==> src/rtl/pipeline_pkg.sv <==
// rtl/pipeline_pkg.sv - shared types and constants for pipeline stage registers
package pipeline_pkg;

  // Encoding doubles as the occupancy count.
  typedef enum logic [1:0] {
    EMPTY = 2'd0,
    ONE   = 2'd1,
    TWO   = 2'd2
  } stage_state_t;

  localparam logic [31:0] RESET_PC = 32'hBFC00004;

endpackage

==> src/rtl/pipeline_stage_register.sv <==
// rtl/pipeline_stage_register.sv - valid/ready stage register with flush and optional skid entry
module pipeline_stage_register
  import pipeline_pkg::*;
#(
  parameter int               WIDTH       = 32,
  parameter logic [WIDTH-1:0] RESET_VALUE = '0,
  parameter logic [WIDTH-1:0] CLEAR_VALUE = '0,
  parameter bit               SKID        = 1'b1
) (
  input  logic             clk,
  input  logic             reset,
  input  logic             flush,
  input  logic             in_valid,
  output logic             in_ready,
  input  logic [WIDTH-1:0] in_data,
  input  logic             in_halt,
  output logic             out_valid,
  input  logic             out_ready,
  output logic [WIDTH-1:0] out_data,
  output logic             out_halt,
  output logic [1:0]       occupancy
);

  stage_state_t     state_q, state_d;
  logic [WIDTH-1:0] main_data_q, main_data_d;
  logic             main_halt_q, main_halt_d;
  logic [WIDTH-1:0] skid_data;
  logic             skid_halt;
  logic             skid_load;
  logic             in_fire, out_fire;

  assign out_valid = (state_q != EMPTY);
  assign out_data  = main_data_q;
  assign out_halt  = main_halt_q;
  assign occupancy = state_q;
  assign in_fire   = in_valid & in_ready;
  assign out_fire  = out_valid & out_ready;

  always_comb begin
    state_d     = state_q;
    main_data_d = main_data_q;
    main_halt_d = main_halt_q;
    skid_load   = 1'b0;
    case (state_q)
      EMPTY: begin
        if (in_fire) begin
          main_data_d = in_data;
          main_halt_d = in_halt;
          state_d     = ONE;
        end
      end
      ONE: begin
        if (in_fire && out_fire) begin
          main_data_d = in_data;
          main_halt_d = in_halt;
        end else if (out_fire) begin
          state_d = EMPTY;
        end else if (in_fire && SKID) begin
          skid_load = 1'b1;
          state_d   = TWO;
        end
      end
      TWO: begin
        if (out_fire) begin
          main_data_d = skid_data;
          main_halt_d = skid_halt;
          state_d     = ONE;
        end
      end
      default: state_d = EMPTY;
    endcase
    // Flush squashes everything, including an input accepted this same cycle.
    if (flush) begin
      state_d     = EMPTY;
      main_data_d = CLEAR_VALUE;
      main_halt_d = 1'b0;
      skid_load   = 1'b0;
    end
  end

  always_ff @(posedge clk) begin
    if (reset) begin
      state_q     <= EMPTY;
      main_data_q <= RESET_VALUE;
      main_halt_q <= 1'b0;
    end else begin
      state_q     <= state_d;
      main_data_q <= main_data_d;
      main_halt_q <= main_halt_d;
    end
  end

  if (SKID) begin : g_skid
    logic [WIDTH-1:0] skid_data_q;
    logic             skid_halt_q;
    logic             in_ready_q;

    always_ff @(posedge clk) begin
      if (reset || flush) begin
        skid_data_q <= '0;
        skid_halt_q <= 1'b0;
      end else if (skid_load) begin
        skid_data_q <= in_data;
        skid_halt_q <= in_halt;
      end
    end

    // Precomputed from next state so in_ready never sees out_ready combinationally.
    always_ff @(posedge clk) begin
      if (reset) begin
        in_ready_q <= 1'b1;
      end else begin
        in_ready_q <= (state_d != TWO);
      end
    end

    assign skid_data = skid_data_q;
    assign skid_halt = skid_halt_q;
    assign in_ready  = in_ready_q;
  end else begin : g_no_skid
    assign skid_data = '0;
    assign skid_halt = 1'b0;
    assign in_ready  = !out_valid | out_ready;
  end

endmodule

==> config.mk <==
export PLATFORM = sky130hd
export DESIGN_NAME = pipeline_stage_register
export DESIGN_NICKNAME = d
export VERILOG_FILES = /design/src/rtl/pipeline_pkg.sv /design/src/rtl/pipeline_stage_register.sv
export SDC_FILE = /design/constraint.sdc
export NUM_CORES = 1
export LEC_CHECK = 0
export ABC_AREA = 1
export BUFFER_PORTS_ARGS = -buffer_cell sky130_fd_sc_hd__buf_2
export CAP_MARGIN = 0
export CORE_ASPECT_RATIO = 2
export CORE_MARGIN = 5
export CORE_UTILIZATION = 44
export DETAILED_ROUTE_END_ITERATION = 16
export GPL_ROUTABILITY_DRIVEN = 0
export PLACE_DENSITY_LB_ADDON = 0.3
export SYNTH_ARGS = -nofsm -noshare
export SYNTH_HDL_FRONTEND = slang
export SYNTH_SLANG_ARGS = --single-unit
==> constraint.sdc <==
create_clock -name clk -period 2.27 [get_ports clk]
set_input_delay 0 -clock clk [delete_from_list [all_inputs] [get_ports clk]]
set_output_delay 0 -clock clk [all_outputs]
set_load 0.005 [all_outputs]
Word-level counts from Yosys, hierarchy flattened
Index checks and enable logic that the tools add are counted.

cells by class
  eq/ne operators = 6
  mux-type cells = 20
  bitwise logic cells = 2
  reduce and logical (&&, ||, !) cells = 7

operator list
  kind                  count
  $mux W32              3
  $pmux W32 S3          1
  $mux W2               6
  $mux W1               8
  $ne A2 B2 Y1 const B  4
  $pmux W2 S3           1
  $reduce_and A4 Y1     1
  $pmux W1 S3           1
  $reduce_bool A3 Y1    1
  $and A1 B1 Y1         2
  $eq A2 B1 Y1 const B  1
  $eq A2 B2 Y1 const B  1
  $logic_not A2 Y1      1
  $reduce_bool A2 Y1    1
  $reduce_or A2 Y1      1
  $logic_and A1 B1 Y1   1
  $logic_or A1 B1 Y1    1

word-level totals
  register bits = 69
  input port bits = 38
  output and inout bits = 37
  logic and storage cells = 41

Logic depth before layout (Yosys ltp)
  depth in word-level cells = 7
  depth in mapped cells = 9
  gate-level depth less buffers = 6

Worst setup path before layout
Ideal clock, no wire load.

  path kind = flip-flop to flip-flop
  start point = register state_q[0] (netlist: occupancy[0])
  end point = register main_data_q[0] (netlist: out_data[0])
  setup time = 0.113 ns
  data arrival time = 1.107 ns
  required time = 2.157 ns
  setup slack = 1.050 ns
  stages on the path, launching flop included = 8
  path buffers = 3
  clock period less this slack = 1.220 ns
  cells stage by stage = dfxtp_1 -> buf_4 -> o21ai_1 -> nand3_2 -> buf_4 -> buf_6 -> nor2_1 -> nor2_1

on the way
  word-level cells in the longest chain between the ends = 5
  elaborated cells between the ends (all ways) = 12
  those cells by class = eq/ne (5); mux (1); bitwise (1); reduce/logical (5)

ends and longest elaborated chain
  what                         RTL line                       text
  start: declaration           pipeline_stage_register.sv:24  stage_state_t state_q, state_d;
  start signal: assignment     pipeline_stage_register.sv:87  state_q <= state_d;
  $reduce_bool A2 Y1           pipeline_stage_register.sv:32  assign out_valid = (state_q != EMPTY);
  $and A1 B1 Y1                pipeline_stage_register.sv:37  assign out_fire = out_valid & out_ready;
  $logic_and A1 B1 Y1          pipeline_stage_register.sv:53  if (in_fire && out_fire) begin
  $ne A2 B2 Y1 (no line)       -
  $reduce_and A4 Y1 (no line)  -
  end signal: assignment       pipeline_stage_register.sv:88  main_data_q <= main_data_d;
  end: declaration             pipeline_stage_register.sv:25  logic [WIDTH-1:0] main_data_q, main_data_d;

Several ways; a longest one is shown, not always the timed one.
A chain may end at the register's enable or synchronous reset.

Final worst setup path
  start point = register state_q[1] (netlist: occupancy[1])
  end point = register g_skid.skid_data_q[9]

on the way
  word-level cells in the longest chain between the ends = 6
  elaborated cells between the ends (all ways) = 8
  those cells by class = eq/ne (1); mux (4); bitwise (1); reduce/logical (2)

ends and longest elaborated chain
  what                                            RTL line                                                      text
  $reduce_bool A2 Y1                              pipeline_stage_register.sv:32
  $and A1 B1 Y1                                   pipeline_stage_register.sv:37
  $mux W1 or $logic_and A1 B1 Y1 (tied branches)  pipeline_stage_register.sv:56, pipeline_stage_register.sv:53
  $mux W1                                         pipeline_stage_register.sv:53
  $mux W1 *                                       pipeline_stage_register.sv:44                                 case (state_q)
  $mux W1 *                                       pipeline_stage_register.sv:73                                 if (flush) begin
  end signal: assignment                          pipeline_stage_register.sv:103                                skid_data_q <= in_data;
  end: declaration                                pipeline_stage_register.sv:94                                 logic [WIDTH-1:0] skid_data_q;

Every way passes the cells marked *; elsewhere a longest branch is shown, timed or not.

==> results.md <==
* Mapped Area at 0.003202 mm²
* Clock buffer depth at 2
* CP Cell Sequence: nor2_1 > nand3_2 > buf_4 > nand2_1 > nand2_1 > nor2_1
* RSZ-0062 raised after global routing: no
* Worst path slowest cell: dfxtp_1
* Buf/Inv on CP at 1
* TritonCTS clock tree: yes
* First drt pass iteration count at 4
* Crit path DAT at 1.82 ns
* Unique masters post-synth at 16
* Routed vias at 3102
* Die width at 70.32 µm
* Clk pwr share at 45.7%
* Routed WL per cell at 10.74 µm
* Sequential power share at 43.8%
* Commonest cells after routing, fill and taps aside: nand2_1, nor2_1, buf_2
* Vias in the first global route at 2835
* Cts bufs inserted at 9
* # nets final at 651
* Critical path's largest stage delay at 0.38 ns
* Die Y at 130.6 µm
* Outcome: finished, final reports clean
* Worst Setup End Kind: flip-flop
* Final WL at 7606 µm
* Post-DP HPWL at 5227 µm
* Core Area at 0.007212 mm²
* DRC Markers at 0
* MaxCap Viol Count at 0
* Yosys reg bits at 69
* Max Freq at 641.4 MHz
* Final hold violation count at 0
* Worst-Margin Slew at 0.3999 ns
* Port bufs at 74
* Net Count, Synth at 553
* Commonest non-fill, non-tap cell in the layout: nand2_1
* Crit path max-delay family: simple AND/OR/NAND/NOR gates
* Max-Slew Margin vs Limit at 73.31%
* Final core occ at 58.55%
* Die ar. at 0.009187 mm²
* Total global-route track usage at 17.60%
* First-pass GRT wire length at 12850 µm
* Antenna violations before repair at 0
* CP Data Required Time at 2.54 ns
* CP Max Fanout at 18
* Initial drt markers at 199
* Cells after Synth at 515
* Post-layout min period at 1.559 ns
* Setup violation total in the final timing report at 0
* Hold Slack at 0.03217 ns
* Psw at 0.6476 mW
* CTS H-tree depth at 3
* Gr ovfl total at 0
* Switching part of the total at 22.48%
* Ant diodes at 0
* Worst-Skew Late Latency at 0.33 ns
* Post-CTS Setup Repair Bufs at 0
* Hold WC Path Type: input pin to flip-flop
* FP Rows at 44
* # clock sinks at 69
* Max Slew Vio Count at 0
* Starting Density at 44.40%
* PwrDens at 682.1 mW/mm²
* Root buf cell: clkbuf_16
* Antenna-violating nets left at 0
* Leak Pwr at 2.254 nW
* Via density at 4.381
* IO Count at 75
* Ys Warns at 0
* Internal at 2.233 mW
* Nature of the critical path startpoint: flip-flop
* Area Growth Syn to Fin at 31.89%
* Worst VDD drop at 0.0004697 V
* Sequential share of the synthesized area at 43.14%
* Share of cells above drive strength 1 at 16.56%
* Setup CP Type: flip-flop to flip-flop
* Final Power at 2.880 mW
* Synth Area per Inst at 6.217 µm²
* Worst-path clk slew at 0.05 ns
* Worst clock skew at 0.003409 ns
* Post-route setup TNS at 0 ns
* Tcrit/Tclk final at 68.69%
* Combinational power share at 10.5%
* Largest net degree at the start of global routing at 47
## repair_timing
action                                  CTS  global route
endpoints found under the setup margin    0             0
endpoints found under the hold margin    33             0
hold buffers                             33             0
gates resized for setup                   0             0
## registers in the layout, indices dropped and copies added, names as in the netlist
signal and cells:
out_data 32, in_ready 1, g_skid.skid_halt_q 1, g_skid.skid_data_q 32, occupancy 2, out_halt 1
## per-layer routing
layer | vias to the layer above | wire (µm) | global-route usage (%)
li1 | 1688 | - | -
met2 | 58 | 3905 | 31.05
met4 | 0 | 238 | 8.916
met5 | - | 0 | 0
met3 | 13 | 385 | 4.747
met1 | 1343 | 3077 | 19.18
## cell type report
| cell class | instances | area [µm²] |
|---|---|---|
| fill | 729 | 2989 |
| timing repair buffer | 115 | 798.3 |
| tap | 92 | 115.1 |
| sequential | 69 | 1381 |
| clock inverter | 1 | 5.005 |
| inverter | 73 | 274.0 |
| clock buffer | 13 | 280.3 |
| multi-input combinational | 345 | 1369 |
## power by group through the flow
stage	clock (mW)	combinational (mW)	sequential (mW)
floorplan	0	0.159	1.29
global placement	0	0.257	1.29
detailed placement	0	0.262	1.29
CTS	1.35	0.306	1.26
global route	1.41	0.348	1.26
finish	1.32	0.303	1.26
## tightest hold or removal path, stage by stage
cell,delay [ns]
buf_2,0.08
nand2_1,0.08
nand4_1,0.08
a21oi_1,0.06
## stage by stage
stage | area, µm² | setup WS [ns] | std cells
6_report | 4223 | 0.7108 | 708
5_1_grt | 4223 | 0.5170 | 708
4_1_cts | 4223 | 0.6884 | 708
3_5_place_dp | 3607 | 0.7043 | 661
3_3_place_gp | 3607 | 0.7298 | 661
2_1_floorplan | 3202 | 1.050 | 515
## worst paths after layout
check                             startpoint                     to  slack, ns  cells after the start
worst max register to register  occupancy[1]  g_skid.skid_data_q[9]       0.71                      6
worst max-delay path            occupancy[1]  g_skid.skid_data_q[9]       0.71                      6
worst min-delay path                in_valid           occupancy[0]       0.03                      4
worst min register to register  out_data[31]           out_data[31]       0.51                      4
## kinds of logic (layout without fill, tap and decap cells)
group	Yosys count	count (layout)	synth area share (%)
and+or+nand+nor	309	309	36.89
DFF	69	69	43.14
AOI/OAI and AO/OA	36	36	5.627
buffers and inverters	101	202	14.34
## synthesized netlist by cell type, drive strengths merged
master | instances | area (µm²)
clkbuf | 5 | 18.77
nand3 | 3 | 25.02
dfxtp | 69 | 1381
inv | 73 | 274.0
a21oi | 2 | 10.01
nor2 | 135 | 506.7
nand4 | 2 | 12.51
o21ai | 34 | 170.2
nand2 | 169 | 636.9
buf | 23 | 166.4
No activity file was read; power rests on OpenSTA's default activity.
